**src/rtl/protein_assay_dispense_seq.sv**
```systemverilog
`default_nettype none
// +--------------------------------------------------------------------------+
// | protein_assay_dispense_seq: layer-by-layer valve/pump dispense sequencer  |
// | Optional pump watchdog: PROTEIN_SEQ_TIMEOUT_EN.   Revision: 1.0           |
// +--------------------------------------------------------------------------+
module protein_assay_dispense_seq #(
   parameter int SETTLE_CYCLES  = 4,
   parameter int MIX_CYCLES     = 16,
   parameter int CNT_W          = 8,
   parameter int TIMEOUT_CYCLES = 200
) (
   input  logic        clk,
   input  logic        rst_n,
   input  logic        start,
   input  logic        abort,
   input  logic        pump_ack,
   output logic        busy,
   output logic        done,
   output logic [2:0]  stage,
   output logic        pump_req,
   output logic        ds_s_en,
   output logic [22:0] ds_b_en,
   output logic [7:0]  ds_r_en,
   output logic        err
);

   typedef enum logic [2:0] {
      S_IDLE  = 3'd0,
      S_OPEN  = 3'd1,
      S_PUMP  = 3'd2,
      S_CLOSE = 3'd3,
      S_MIX   = 3'd4,
      S_DONE  = 3'd5
   } state_t;

   localparam logic [CNT_W-1:0] SETTLE_LAST = CNT_W'(SETTLE_CYCLES - 1);
   localparam logic [CNT_W-1:0] MIX_LAST    = CNT_W'(MIX_CYCLES - 1);
   localparam logic [CNT_W-1:0] CNT_MAX     = '1;
`ifdef PROTEIN_SEQ_TIMEOUT_EN
   localparam logic [CNT_W-1:0] TIMEOUT_LAST = CNT_W'(TIMEOUT_CYCLES - 1);
`endif

   generate
      if (SETTLE_CYCLES < 1 || MIX_CYCLES < 1 || TIMEOUT_CYCLES < 1 ||
          (CNT_W < 31 && ((2 ** CNT_W) - 1) < SETTLE_CYCLES) ||
          (CNT_W < 31 && ((2 ** CNT_W) - 1) < MIX_CYCLES) ||
          (CNT_W < 31 && ((2 ** CNT_W) - 1) < TIMEOUT_CYCLES)) begin : g_bad_params
         $error("protein_assay_dispense_seq: illegal parameter combination");
      end
   endgenerate

   state_t            state_q, state_d;
   logic [2:0]        stage_q, stage_d;
   logic [CNT_W-1:0]  cnt_q, cnt_d, cnt_inc;
   logic              busy_q, busy_d;
   logic              done_q, done_d;
   logic              pump_req_q, pump_req_d;
   logic              ds_s_q, ds_s_d;
   logic [22:0]       ds_b_q, ds_b_d;
   logic [7:0]        ds_r_q, ds_r_d;
   logic              err_q, err_d;

   assign cnt_inc = (cnt_q == CNT_MAX) ? cnt_q : cnt_q + 1'b1;

   always_comb begin
      state_d = state_q;
      stage_d = stage_q;
      cnt_d   = cnt_q;
      err_d   = err_q;
      case (state_q)
         S_IDLE: begin
            stage_d = 3'd0;
            cnt_d   = '0;
            if (start && !abort) begin
               state_d = S_OPEN;
               err_d   = 1'b0;
            end
         end
         S_OPEN: begin
            if (cnt_q == SETTLE_LAST) begin
               state_d = S_PUMP;
               cnt_d   = '0;
            end else begin
               cnt_d = cnt_inc;
            end
         end
         S_PUMP: begin
            if (pump_ack) begin
               state_d = S_CLOSE;
               cnt_d   = '0;
            end
`ifdef PROTEIN_SEQ_TIMEOUT_EN
            else if (cnt_q == TIMEOUT_LAST) begin
               state_d = S_IDLE;
               stage_d = 3'd0;
               cnt_d   = '0;
               err_d   = 1'b1;
            end else begin
               cnt_d = cnt_inc;
            end
`endif
         end
         S_CLOSE: begin
            state_d = S_MIX;
            cnt_d   = '0;
         end
         S_MIX: begin
            if (cnt_q == MIX_LAST) begin
               cnt_d = '0;
               if (stage_q == 3'd5) begin
                  state_d = S_DONE;
               end else begin
                  state_d = S_OPEN;
                  stage_d = stage_q + 3'd1;
               end
            end else begin
               cnt_d = cnt_inc;
            end
         end
         S_DONE: begin
            state_d = S_IDLE;
            stage_d = 3'd0;
         end
         default: begin
            state_d = S_IDLE;
            stage_d = 3'd0;
            cnt_d   = '0;
         end
      endcase

      // Abort overrides everything, including a same-cycle ack or watchdog trip.
      if (abort && state_q != S_IDLE) begin
         state_d = S_IDLE;
         stage_d = 3'd0;
         cnt_d   = '0;
         err_d   = err_q;
      end

      busy_d     = (state_d == S_OPEN) || (state_d == S_PUMP) ||
                   (state_d == S_CLOSE) || (state_d == S_MIX);
      done_d     = (state_d == S_DONE);
      pump_req_d = (state_d == S_PUMP);
      ds_s_d     = 1'b0;
      ds_b_d     = '0;
      ds_r_d     = '0;
      if (state_d == S_OPEN || state_d == S_PUMP) begin
         case (stage_d)
            3'd0: begin
               ds_s_d = 1'b1;
               ds_b_d = 23'h000001;
            end
            3'd1:    ds_b_d = 23'h000006;
            3'd2:    ds_b_d = 23'h000078;
            3'd3:    ds_b_d = 23'h007F80;
            3'd4:    ds_b_d = 23'h7F8000;
            3'd5:    ds_r_d = 8'hFF;
            default: ds_b_d = '0;
         endcase
      end
   end

   always_ff @(posedge clk or negedge rst_n) begin
      if (!rst_n) begin
         state_q    <= S_IDLE;
         stage_q    <= 3'd0;
         cnt_q      <= '0;
         busy_q     <= 1'b0;
         done_q     <= 1'b0;
         pump_req_q <= 1'b0;
         ds_s_q     <= 1'b0;
         ds_b_q     <= '0;
         ds_r_q     <= '0;
         err_q      <= 1'b0;
      end else begin
         state_q    <= state_d;
         stage_q    <= stage_d;
         cnt_q      <= cnt_d;
         busy_q     <= busy_d;
         done_q     <= done_d;
         pump_req_q <= pump_req_d;
         ds_s_q     <= ds_s_d;
         ds_b_q     <= ds_b_d;
         ds_r_q     <= ds_r_d;
         err_q      <= err_d;
      end
   end

   assign busy     = busy_q;
   assign done     = done_q;
   assign stage    = stage_q;
   assign pump_req = pump_req_q;
   assign ds_s_en  = ds_s_q;
   assign ds_b_en  = ds_b_q;
   assign ds_r_en  = ds_r_q;
   assign err      = err_q;

endmodule
`default_nettype wire

```
**config.mk**
```make
export PLATFORM = sky130hd
export DESIGN_NAME = protein_assay_dispense_seq
export DESIGN_NICKNAME = d
export VERILOG_FILES = /design/src/rtl/protein_assay_dispense_seq.sv
export SDC_FILE = /design/constraint.sdc
export NUM_CORES = 1
export LEC_CHECK = 0
export CORE_ASPECT_RATIO = 1.2
export CORE_UTILIZATION = 52
export DETAILED_ROUTE_END_ITERATION = 8
export PLACE_DENSITY = 0.9
export SYNTH_ARGS = -nofsm -noshare
export SYNTH_HDL_FRONTEND = slang
export SYNTH_SLANG_ARGS = --single-unit
```
**constraint.sdc**
```tcl
create_clock -name clk -period 3.7 [get_ports clk]
set_input_delay 0.74 -clock clk [delete_from_list [all_inputs] [get_ports clk]]
set_output_delay 0.74 -clock clk [all_outputs]
set_load 0.02 [all_outputs]
```
# Word level (Yosys, flattened, before mapping)
# Cells that the tools add are included.
[op_classes]
addsub = 2
n_eq_ne = 21
n_mux = 23
n_reduce_logical = 11
[op_table]
columns = ["operator", "count"]
rows = [
  ["23-bit case mux with 5 select lines", 1],
  ["8-bit two-way mux", 7],
  ["8-bit case mux with 4 select lines", 1],
  ["3-bit two-way mux", 9],
  ["23-bit two-way mux", 1],
  ["3-bit equality test (second input constant)", 7],
  ["3-bit by 2-bit equality test with 1-bit output (second input constant)", 6],
  ["3-bit case mux with 5 select lines", 1],
  ["3-bit by 1-bit equality test with 1-bit output (second input constant)", 3],
  ["8-bit by 1-bit adder with 8-bit output (second input constant)", 1],
  ["8-bit by 2-bit equality test with 1-bit output (second input constant)", 1],
  ["8-bit by 4-bit equality test with 1-bit output (second input constant)", 1],
  ["8-bit equality test (second input constant)", 1],
  ["3-bit logical NOT", 2],
  ["3-bit case mux with 2 select lines", 1],
  ["3-bit by 1-bit adder with 3-bit output (second input constant)", 1],
  ["1-bit logical OR", 3],
  ["3-bit inequality test (second input constant)", 1],
  ["3-bit nonzero test", 1],
  ["3-bit OR reduction", 1],
  ["1-bit logical AND", 2],
  ["1-bit two-way mux", 2],
  ["2-bit inequality test (second input constant)", 1],
  ["2-bit AND reduction", 1],
  ["1-bit logical NOT", 1],
]
[totals]
ff_bits = 49
inputBits = 5
output_inout_bits = 39
word_cells = 66

# Longest topological paths before layout
[depth]
word_depth = 9
depth_mapped = 7
depth_no_buf = 7

# Worst setup path after synthesis
# Ideal clock, no wire load.
[synth_path]
path_kind = "in2reg"
from = "in abort"
to = "reg ds_b_q[0], in the netlist ds_b_en[0]"
setup_ns = 0.105
arrival_ns = 2.272
required_ns = 3.595
slack_ns = 1.323
stages = 6
n_path_buf = 1
path_cell_list = "buf_4 or3b_2 a211oi_1 a221oi_2 mux2_2 nor4b_1"
[synth_between]
elab_chain_cells = 8
word_cells_on_any_way = 17
cone_classes = "eq/ne (6); mux (6); reduce/logical (5)"
[synth_lines]
columns = ["element", "line", "text"]
rows = [
  ["from (decl)", "15", "input logic abort,"],
  ["1-bit logical NOT", "74", "if (start && !abort) begin"],
  ["1-bit logical AND", "74", ""],
  ["3-bit two-way mux", "74", ""],
  ["3-bit case mux with 5 select lines", "70", "case (state_q)"],
  ["3-bit two-way mux", "132", "if (abort && state_q != S_IDLE) begin"],
  ["3-bit by 1-bit equality test with 1-bit output or 3-bit by 2-bit equality test with 1-bit output (tied branches)", "146", "if (state_d == S_OPEN || state_d == S_PUMP) begin"],
  ["1-bit logical OR", "146", ""],
  ["23-bit two-way mux *", "146", ""],
  ["named net ds_b_d[0]", "59", "logic [22:0] ds_b_q, ds_b_d;"],
  ["to (signal assigned)", "182", "ds_b_q <= ds_b_d;"],
  ["to (decl)", "59", ""],
]
# The timed path passes the listed nets; every way through them passes the cells marked *.
# A chain may end at the register's enable or synchronous reset.

# Worst setup path after layout
[layout_path]
from = "in abort"
to = "reg ds_s_q, in the netlist ds_s_en"
[layout_between]
elab_chain_cells = 8
word_cells_on_any_way = 13
cone_classes = "eq/ne (2); mux (6); reduce/logical (5)"
[layout_lines]
columns = ["element", "line", "text"]
rows = [
  ["1-bit logical NOT", "74", ""],
  ["1-bit logical AND", "74", ""],
  ["3-bit two-way mux", "74", ""],
  ["3-bit case mux with 5 select lines", "70", ""],
  ["3-bit two-way mux", "132", ""],
  ["3-bit by 1-bit equality test with 1-bit output or 3-bit by 2-bit equality test with 1-bit output (tied branches)", "146", ""],
  ["1-bit logical OR", "146", ""],
  ["1-bit two-way mux *", "146", ""],
  ["named net ds_s_d", "58", "logic ds_s_q, ds_s_d;"],
  ["to (signal assigned)", "181", "ds_s_q <= ds_s_d;"],
  ["to (decl)", "58", ""],
]
# Marked as above.

==> metrics.txt <==
GR Layer Usage met1 0.230; depth of the CTS H-tree 1; vias in the first global route 1,230; synth unique cells 52; Max clock buf depth 2; DR WL/cell 14.2 µm; Async S/R FF share, synth 1.00; Post-synth top flop dfrtp_1; period utilisation layout 0.733; Die Y 62.8 µm; max_cap viols 0; fin area 1880 µm²; diodes inserted 0; RSZ-0062 raised after global routing false; Layout Nets 192; CP max FO 10; CP Data Arrival Time 2.92 ns; CP endpoint kind flip-flop; Worst Hold Path EP cnt_q[1]$_DFFE_PN0P_; maximum vdd drop 0.270 mV; internal power 0.444 mW; clock skew 0.00868 ns; leakage 0.733 nW; most used routing layer met2; Setup crit start kind primary input; vias per std cell 5.93; Detailed Route WL 3.09 mm; Global Route met3 Usage 0.0243; post-CTS setup buffer count 0; worst path bufs/invs 1; CTS hold repair buffers 0; hpwl dp 2.35 mm; final-report max-slew violation count 0; worst hold path stage count 2; Synth Warn # 0; Area after DPL 1850 µm²; Reg clk slew, reported paths 0.13 ns; first-pass GRT wire length 5.27 mm; Total GRT Usage 0.207; Final Hold Vio Count 0; Seq pwr share 0.481; area grow syn2layout 17.5%; Worst slew margin 0.322; P_sw 0.210 mW; Crit Path Category primary input to flip-flop; Post-Syn Area 1600 µm²; Clock Latency Late Sink 0.32 ns; antenna-violating nets left 0; worst r2r path cells 5; Power per Cell Area 348 nW/µm²; GR met2 Demand/Resource 0.372; flop2flop setup slack 1.06 ns; DRT Pass-1 Iters 4; routability cong. 0.834; clock power share 0.209; CTS Sinks 24; die width 52.7 µm; syn_nets 176; switching part of the total power 0.321; Slew @ Worst Pin 1.01 ns; Yosys reg bits 24; Setup-failing EPs final 0; Via Count 1,287; CTS tree done; PortBufs 42; worst-path cell chain clkdlybuf4s50_1 -> or3b_2 -> a211oi_1 -> a221oi_2 -> mux2_2 -> nor4b_1; die footprint 3310 µm²; Overflow after GRT 0; Core Area 2860 µm²; Synth Instances 168; sequential share of the synthesized area 0.375; hold_sp cnt_q[1]$_DFFE_PN0P_; initial antenna violation count 0; clk root buf clkbuf_4; layout cells sized above 1 0.0984; delay-heaviest family, CP simple AND/OR/NAND/NOR gates; row count 21; worst reg2reg path endpoint ds_s_en$_DFF_PN0_; FF-to-FF Start cnt_q[4]$_DFFE_PN0P_; CP required 3.91 ns; Starting Density 0.560; # fillers 221; Min-Delay Path Class flip-flop to flip-flop; Fmax 369 MHz; io pins 44; Syn Area/Cell 9.54 µm²; largest net degree at the start of global routing 25; CTS Buf Count 3; setup TNS 0 ns; Post-synth EDFFs 0; Comb pwr share 0.311; post-cts resize count 0; largest stage delay on the critical path 0.58 ns; DR iter-0 viols 21; minimum clock period 2.71 ns; residual DRC count 0; CP max stage cell clkdlybuf4s50_1; status finished clean
[power groups by stage]
stage / Sequential (mW) / Combinational [mW] / Clock (mW)
CTS: 0.314 / 0.204 / 0.138
detailed placement: 0.319 / 0.203 / 0
floorplan: 0.326 / 0.132 / 0
global placement: 0.319 / 0.195 / 0
finish: 0.315 / 0.203 / 0.137
global route: 0.319 / 0.222 / 0.154
[routing by layer]
layer	wire length (µm)	vias up
met4	71	0
met3	131	9
met5	0	-
li1	-	610
met2	1640	53
met1	1250	615
[placed cells by master, fill, tap and decap left out, types with 2 or more instances in the layout]
master,instances
inv_1,4
mux2_2,2
nand4_1,4
xnor2_1,5
and4bb_1,2
and2_1,3
nor3_1,5
nand3_1,8
nor2b_1,3
o31ai_1,2
nand2_1,7
clkdlybuf4s50_1,42
nor2_1,16
clkbuf_4,3
a21oi_1,7
nor3b_1,6
ha_1,3
o21ai_0,2
nor4b_1,3
dfrtp_1,24
[how the worst max path moves through the flow]
stage,from,to,slack [ns],cells past startpoint
after floorplan,abort,ds_b_en[0]$_DFF_PN0_,1.32,6
after global placement,abort,ds_b_en[0]$_DFF_PN0_,0.78,6
after detailed placement,abort,ds_s_en$_DFF_PN0_,0.65,6
after CTS,abort,ds_s_en$_DFF_PN0_,0.98,6
after global routing,abort,ds_s_en$_DFF_PN0_,0.88,6
final,abort,ds_s_en$_DFF_PN0_,0.99,6
[state kept, by name, indices dropped and copies added, names as in the netlist]
signal / count
done: 1
busy: 1
state_q: 3
pump_req: 1
ds_b_en: 5
cnt_q: 8
ds_r_en: 1
stage: 3
ds_s_en: 1
[cells in the mapped netlist, types with 2 or more instances]
cell type | n | area, µm²
nor3b_1 | 6 | 45.0
nand2_1 | 7 | 26.3
buf_4 | 27 | 203
nand3_1 | 8 | 40.0
nor2_1 | 16 | 60.1
nor3_1 | 5 | 25.0
mux2_2 | 2 | 22.5
nor2b_1 | 3 | 18.8
a21oi_1 | 7 | 35.0
clkbuf_1 | 3 | 11.3
ha_1 | 3 | 37.5
inv_1 | 4 | 15.0
xnor2_1 | 5 | 43.8
dfrtp_1 | 24 | 601
nand4_1 | 4 | 25.0
and2_1 | 3 | 18.8
o21ai_0 | 2 | 10.0
o31ai_1 | 2 | 15.0
and4bb_1 | 2 | 25.0
nor4b_1 | 3 | 26.3
[final cells by class]
| class | count | area (µm²) | share of cell area |
|---|---|---|---|
| inverter | 4 | 15.0 | 0.00797 |
| tap | 34 | 42.5 | 0.0226 |
| clock buffer | 4 | 36.3 | 0.0193 |
| multi-input combinational | 109 | 768 | 0.408 |
| timing repair buffer | 42 | 420 | 0.223 |
| sequential | 24 | 601 | 0.319 |
[tightest hold or removal path, cell delays in order, from the launching register on]
cell and delay, ns:
dfrtp_1 0.43, o21ai_0 0.08, a21oi_1 0.07
[kinds of logic after synthesis]
kind of cell | count (synthesis) | share of synthesized area
other | 1 | 0.00234
buffers and inverters | 35 | 0.146
AND/OR/NAND/NOR | 71 | 0.269
flip-flops | 24 | 0.375
multiplexers | 2 | 0.0141
AO/OA/AOI/OAI | 26 | 0.137
adder cells (fa/ha/maj) | 4 | 0.0297
XOR/XNOR | 5 | 0.0273
[metrics by stage]
stage | total power [mW] | util | cells | setup WS [ns] | hold WS [ns]
floorplan | 0.458 | - | 168 | 1.32 | 0.444
global placement | 0.513 | 0.645 | 213 | 0.777 | 0.565
detailed placement | 0.522 | 0.645 | 213 | 0.651 | 0.595
CTS | 0.656 | 0.657 | 217 | 0.984 | 0.616
global route | 0.696 | 0.657 | 217 | 0.878 | 0.633
finish | 0.654 | 0.657 | 217 | 0.988 | 0.611
Power figures use the tool's default switching activity.
